<file path="config.mk">
export PLATFORM = sky130hd
export DESIGN_NAME = bitscan_unit_flat
export DESIGN_NICKNAME = d
export VERILOG_FILES = /design/src/rtl/bitscan_if.sv /design/src/rtl/bitscan_unit.sv /design/src/flat_wrapper.sv
export SDC_FILE = /design/constraint.sdc
export NUM_CORES = 1
export LEC_CHECK = 0
export ABC_CLOCK_PERIOD_IN_PS = 2900
export CELL_PAD_IN_SITES_DETAIL_PLACEMENT = 1
export CELL_PAD_IN_SITES_GLOBAL_PLACEMENT = 2
export CORE_MARGIN = 1
export CORE_UTILIZATION = 30
export DETAILED_ROUTE_END_ITERATION = 10
export PLACE_DENSITY = 0.83
export SLEW_MARGIN = 10
export SYNTH_ARGS = -nofsm -noshare
export SYNTH_HDL_FRONTEND = slang
export SYNTH_SLANG_ARGS = --single-unit
</file>
<file path="constraint.sdc">
create_clock -name clk -period 2.9 [get_ports clk]
set_input_delay 0.58 -clock clk [delete_from_list [all_inputs] [get_ports clk]]
set_output_delay 0.58 -clock clk [all_outputs]
set_load 0.05 [all_outputs]
</file>
<file path="src/rtl/bitscan_if.sv">
// Issue/result handshake bundle for the bit-scan unit: operand side and result side.
interface bitscan_if;
    logic        in_valid;
    logic        in_ready;
    logic [1:0]  in_op;
    logic [31:0] in_data;
    logic        out_valid;
    logic        out_ready;
    logic [31:0] out_result;

    modport master (
        output in_valid, in_op, in_data, out_ready,
        input  in_ready, out_valid, out_result
    );

    modport slave (
        input  in_valid, in_op, in_data, out_ready,
        output in_ready, out_valid, out_result
    );
endinterface

</file>
<file path="src/rtl/bitscan_unit.sv">
// Multi-cycle CLZ/CTZ/CPOP unit, CHUNK bits per RUN cycle, valid/ready on both sides.
// Optional BITSCAN_EARLY_EXIT_EN: CLZ/CTZ finish on the cycle the first 1 is found.
module bitscan_unit #(
    parameter int CHUNK = 4
) (
    input  logic      clk,
    input  logic      rst_n,
    input  logic      flush,
    bitscan_if.slave  bus,
    output logic      busy
);
    localparam int NCHUNK = 32 / CHUNK;
    localparam int CW     = $clog2(NCHUNK);
    localparam logic [CW-1:0] LAST_CHUNK = CW'(NCHUNK - 1);

    localparam logic [1:0] OP_CLZ  = 2'b00;
    localparam logic [1:0] OP_CTZ  = 2'b01;
    localparam logic [1:0] OP_CPOP = 2'b10;

    typedef enum logic [1:0] {IDLE, RUN, DONE} state_t;

    state_t        state_reg, state_next;
    logic [31:0]   shift_reg, shift_next;
    logic [1:0]    op_reg, op_next;
    logic [5:0]    count_reg, count_next;
    logic          found_reg, found_next;
    logic [CW-1:0] chunk_reg, chunk_next;

    // CTZ reuses the CLZ datapath on the mirrored operand.
    logic [31:0] rev_data;
    for (genvar gi = 0; gi < 32; gi++) begin : g_rev
        assign rev_data[gi] = bus.in_data[31-gi];
    end

    logic [CHUNK-1:0] top_bits;
    logic [3:0]       chunk_lz;
    logic [3:0]       chunk_pop;
    logic             chunk_has_one;

    assign top_bits      = shift_reg[31 -: CHUNK];
    assign chunk_has_one = |top_bits;

    // Ascending scan: the highest set bit is the last to write chunk_lz.
    always_comb begin
        chunk_lz  = 4'(CHUNK);
        chunk_pop = 4'd0;
        for (int i = 0; i < CHUNK; i++) begin
            if (top_bits[i]) chunk_lz = 4'(CHUNK - 1 - i);
            chunk_pop = chunk_pop + {3'b000, top_bits[i]};
        end
    end

    always_comb begin
        state_next = state_reg;
        shift_next = shift_reg;
        op_next    = op_reg;
        count_next = count_reg;
        found_next = found_reg;
        chunk_next = chunk_reg;
        if (flush) begin
            state_next = IDLE;
            count_next = 6'd0;
            found_next = 1'b0;
            chunk_next = '0;
        end else begin
            case (state_reg)
                IDLE: begin
                    if (bus.in_valid) begin
                        shift_next = (bus.in_op == OP_CTZ) ? rev_data : bus.in_data;
                        op_next    = bus.in_op;
                        count_next = 6'd0;
                        found_next = 1'b0;
                        chunk_next = '0;
                        state_next = RUN;
                    end
                end
                RUN: begin
                    shift_next = shift_reg << CHUNK;
                    chunk_next = chunk_reg + CW'(1);
                    case (op_reg)
                        OP_CLZ, OP_CTZ: begin
                            if (!found_reg) begin
                                count_next = count_reg + {2'b00, chunk_lz};
                                if (chunk_has_one) found_next = 1'b1;
                            end
                        end
                        OP_CPOP: count_next = count_reg + {2'b00, chunk_pop};
                        default: ;
                    endcase
                    if (chunk_reg == LAST_CHUNK) state_next = DONE;
`ifdef BITSCAN_EARLY_EXIT_EN
                    if (!op_reg[1] && !found_reg && chunk_has_one) state_next = DONE;
`endif
                end
                DONE: begin
                    if (bus.out_ready) state_next = IDLE;
                end
                default: state_next = IDLE;
            endcase
        end
    end

    always_ff @(posedge clk or negedge rst_n) begin
        if (!rst_n) begin
            state_reg <= IDLE;
            shift_reg <= 32'd0;
            op_reg    <= 2'b00;
            count_reg <= 6'd0;
            found_reg <= 1'b0;
            chunk_reg <= '0;
        end else begin
            state_reg <= state_next;
            shift_reg <= shift_next;
            op_reg    <= op_next;
            count_reg <= count_next;
            found_reg <= found_next;
            chunk_reg <= chunk_next;
        end
    end

    assign bus.in_ready   = (state_reg == IDLE);
    assign bus.out_valid  = (state_reg == DONE);
    assign bus.out_result = {26'd0, count_reg};
    assign busy           = (state_reg != IDLE);
endmodule

</file>
<file path="src/flat_wrapper.sv">
// flat-port wrapper written by rule: the top's interface ports become plain ports
module bitscan_unit_flat 
#(
    parameter int CHUNK = 4
)
  (clk, rst_n, flush, busy, bus_in_valid, bus_in_op, bus_in_data, bus_out_ready, bus_in_ready, bus_out_valid, bus_out_result);
  bitscan_if bus_i ();
  input  logic clk;
  input  logic rst_n;
  input  logic flush;
  output logic busy;
  input wire logic [$bits(bus_i.in_valid)-1:0] bus_in_valid;
  input wire logic [$bits(bus_i.in_op)-1:0] bus_in_op;
  input wire logic [$bits(bus_i.in_data)-1:0] bus_in_data;
  input wire logic [$bits(bus_i.out_ready)-1:0] bus_out_ready;
  output wire logic [$bits(bus_i.in_ready)-1:0] bus_in_ready;
  output wire logic [$bits(bus_i.out_valid)-1:0] bus_out_valid;
  output wire logic [$bits(bus_i.out_result)-1:0] bus_out_result;
  assign bus_i.in_valid = bus_in_valid;
  assign bus_i.in_op = bus_in_op;
  assign bus_i.in_data = bus_in_data;
  assign bus_i.out_ready = bus_out_ready;
  assign bus_in_ready = bus_i.in_ready;
  assign bus_out_valid = bus_i.out_valid;
  assign bus_out_result = bus_i.out_result;
  bitscan_unit #(.CHUNK(CHUNK)) u_core (.clk(clk), .rst_n(rst_n), .flush(flush), .bus(bus_i), .busy(busy));
endmodule
</file>
==> impl_metrics.json <==
{
  "cts_buffers": 5,
  "crit_type": "register to register",
  "max-slew-margin-rel_pct": 52.9,
  "synth_area_mm2": 0.00308,
  "h-tree-depth": 2,
  "power.switching_uw": 704,
  "gp_congestion": 0.764,
  "clk_pin_slew_worst_paths_ps": 100,
  "vias_per_cell": 4.82,
  "slowest_stage": "dfrtp_1",
  "cts-root-buf": "clkbuf_8",
  "avgSynthCellArea_um2": 9.40,
  "postRouteAntennaNets": 0,
  "synth_warnings": 0,
  "synth_top_family_by_area": "compound AO/OA/AOI/OAI gates",
  "final-hold-violation-count": 0,
  "drive_above_1_share_pct": 15.2,
  "worstMarginPinSlew_ps": 707,
  "critPathMaxFanout": 4,
  "period_share_pct": 94.4,
  "synthArstFlopShare_pct": 100,
  "insertion_delay_ps": 300,
  "die_area_mm2": 0.0107,
  "synth-main-ff-cell": "dfrtp_1",
  "drt_iter0_markers": 123,
  "clock-sinks": 46,
  "synth_top_area_share_pct": 37.4,
  "ys_ff_latch": 46,
  "synth_compound_area_share_pct": 27.0,
  "core_area_mm2": 0.00986,
  "synth_cell_type_count": 37,
  "synth_simple_gate_area_share_pct": 15.3,
  "dp_hpwl_mm": 5.42,
  "critical_path_required_ps": 3140,
  "crit_top_cell": "inv_1",
  "cts_tree": "done",
  "multi_input_area_mm2": 0.00169,
  "finalCriticalPeriod_ps": 2740,
  "outcome": "completed",
  "die_h_um": 103,
  "fin_skew_ps": 11.6,
  "sw_frac_of_total_pct": 33.7,
  "fin_setup_tns_ps": 0,
  "path_cells": "inv_1, ha_1, inv_1, fa_1, mux2i_1, ha_2, inv_1, fa_2, nor2b_2, o211ai_1, or3_1, o21ai_1",
  "dr.pass1.iters": 4,
  "grt_setup_unrepaired": "false",
  "combinationalPowerShare_pct": 31.9,
  "routed_wl_mm": 7.55,
  "cp_num_buf_inv": 3,
  "antenna_found_initial": 0,
  "yosysTopAreaCell": "dfrtp_1",
  "grt_max_degree": 61,
  "pwr-share-clk_pct": 28.4,
  "grt_usage_pct": 15.3,
  "crit_family": "adder cells",
  "cp-end-kind": "register",
  "vias": 2420,
  "port_buffers": 47,
  "synthAdderAreaFrac_pct": 5.36,
  "setup_violations": 0,
  "reg2regPathDepth": 12,
  "synth_edf_count": 0,
  "synth_xor_area_share_pct": 0.284,
  "area_delta_synth_final_pct": 20.8,
  "cpPeakStageDelay_ps": 420,
  "regArea_mm2": 0.00115,
  "grt_overflow": 0,
  "wl_per_cell_um": 15.0,
  "intPower_uw": 1390,
  "ff2ff_setup_slack_ps": 160,
  "num_io_pins": 74,
  "grt_pass1_vias": 2490,
  "clk_path_buf_depth": 2,
  "report.final.slew_viol_count": 0,
  "synthMuxAreaShare_pct": 3.05,
  "diodes": 0,
  "largest_register_ff_count": 32,
  "rr_endpoint": "u_core.count_reg[4]",
  "syn_inst": 328,
  "grt_pass1_wl_mm": 12.5,
  "p_leak_uw": 0.00175,
  "fillers": 1143,
  "ys_seq_area_share_pct": 37.4,
  "finalNetCount": 419,
  "finish.utilization_pct": 37.7,
  "hold_path.class": "input port to asynchronous set/reset pin",
  "power.share.sequential_pct": 39.7,
  "initial_core_util_pct": 31.2,
  "fmax_ghz": 0.365,
  "drc_errors": 0,
  "row_count": 36,
  "synth_area_leaders": "dfrtp_1 37%, a311oi_2 14%, nand2_1 7.9%, a21o_1 7.3%, buf_4 6.3%",
  "die_x_um": 103,
  "maxCapViolations": 0,
  "r2r-start": "u_core.shift_reg[28]",
  "arrival_ps": 2980,
  "peakVddDrop_mv": 0.209,
  "worst_setup_path_start_kind": "register",
  "p_per_area_mw_per_mm2": 561
}
-- worst reg2reg max path: stages (launching register included) --
cell and delay, ps:
dfrtp_1 420, inv_1 90, ha_1 300, inv_1 80, fa_1 400, mux2i_1 160
ha_2 200, inv_1 50, fa_2 360, nor2b_2 120, o211ai_1 100, or3_1 340
o21ai_1 70
-- cell families after synthesis --
| kind of cell | count (synthesis) |
|---|---|
| flip-flops | 46 |
| XOR/XNOR | 1 |
| adder cells (fa/ha/maj) | 12 |
| multiplexers | 9 |
| other | 1 |
| buffers and inverters | 58 |
| AO/OA/AOI/OAI | 87 |
| AND/OR/NAND/NOR | 114 |
-- worst max-delay path by stage --
| stage | start | endpoint | slack, ps | cells after the start |
|---|---|---|---|---|
| floorplan | u_core.shift_reg[28] | u_core.count_reg[4] | 340 | 12 |
| global placement | u_core.shift_reg[28] | u_core.count_reg[4] | 230 | 12 |
| detailed placement | u_core.shift_reg[28] | u_core.count_reg[4] | 80 | 12 |
| CTS | u_core.shift_reg[28] | u_core.count_reg[4] | 70 | 12 |
| global route | u_core.shift_reg[28] | u_core.count_reg[4] | 20 | 12 |
| finish | u_core.shift_reg[28] | u_core.count_reg[4] | 160 | 12 |
-- routing by layer --
| metal | GRT usage, % | routed length [µm] | share of wire (%) | vias up |
|---|---|---|---|---|
| li1 | - | - | - | 1164 |
| met1 | 20.2 | 3500 | 46 | 1201 |
| met2 | 25.5 | 3710 | 49 | 47 |
| met3 | 2.22 | 206 | 2.7 | 8 |
| met4 | 5.85 | 126 | 1.7 | 0 |
| met5 | 0 | 0 | 0 | - |
-- layout make-up --
cell class,instances,area share [%]
Clock inverter,2,1.61
Multi-Input combinational cell,249,45.3
Clock buffer,6,2.22
Inverter,12,1.21
Sequential cell,46,30.9
Timing Repair Buffer,54,14.2
Tap cell,133,4.47
-- what timing repair did --
item,4_1_cts,5_1_grt
endpoints found under the hold margin,0,0
resized for setup,0,4
buffers inserted,0,1
hold buffers,0,0
setup endpoints to repair,0,2
-- cell usage after synthesis, types with 2 or more instances --
master	count
nand2_1	65
dfrtp_1	46
nor2_1	32
a21o_1	30
a311oi_2	28
buf_4	26
inv_1	11
ha_1	10
buf_2	8
clkbuf_1	8
o21ai_1	8
mux2i_1	6
nand2b_1	5
a21oi_1	4
buf_6	4
o21ai_0	4
a22o_1	3
mux2_2	3
nor2b_1	3
a31oi_1	2
fa_1	2
nand3_1	2
nand3b_1	2
o2bb2ai_1	2
or3_1	2
-- power by group through the flow --
stage,registers (µW),clock network (µW),logic (µW)
2_1_floorplan,844,0,490
3_3_place_gp,837,0,641
3_5_place_dp,842,0,666
4_1_cts,830,615,668
5_1_grt,849,639,738
6_report,829,594,666
-- metrics by stage --
step                      instances  area, µm²  hold slack, ps  power (µW)  setup WS, ps
after floorplan                 353       3180             284        1330           339
after global placement          493       3560             462        1480           229
after detailed placement        493       3560             467        1510          83.3
after CTS                       501       3700             150        2110          70.1
after global routing            502       3720             164        2230          19.5
final                           502       3720             157        2090           162
-- placed cells by master, fill, tap and decap left out, types with 6 or more instances in the layout --
cell,synthesis,final
a21o_1,30,30
a311oi_2,28,28
buf_4,26,6
clkbuf_8,0,6
clkdlybuf4s50_1,0,46
conb_1,1,26
dfrtp_1,46,46
ha_1,10,9
inv_1,11,11
mux2i_1,6,6
nand2_1,65,65
nor2_1,32,32
o21ai_1,8,8
Note: power is estimated with default switching activity, not from simulation.
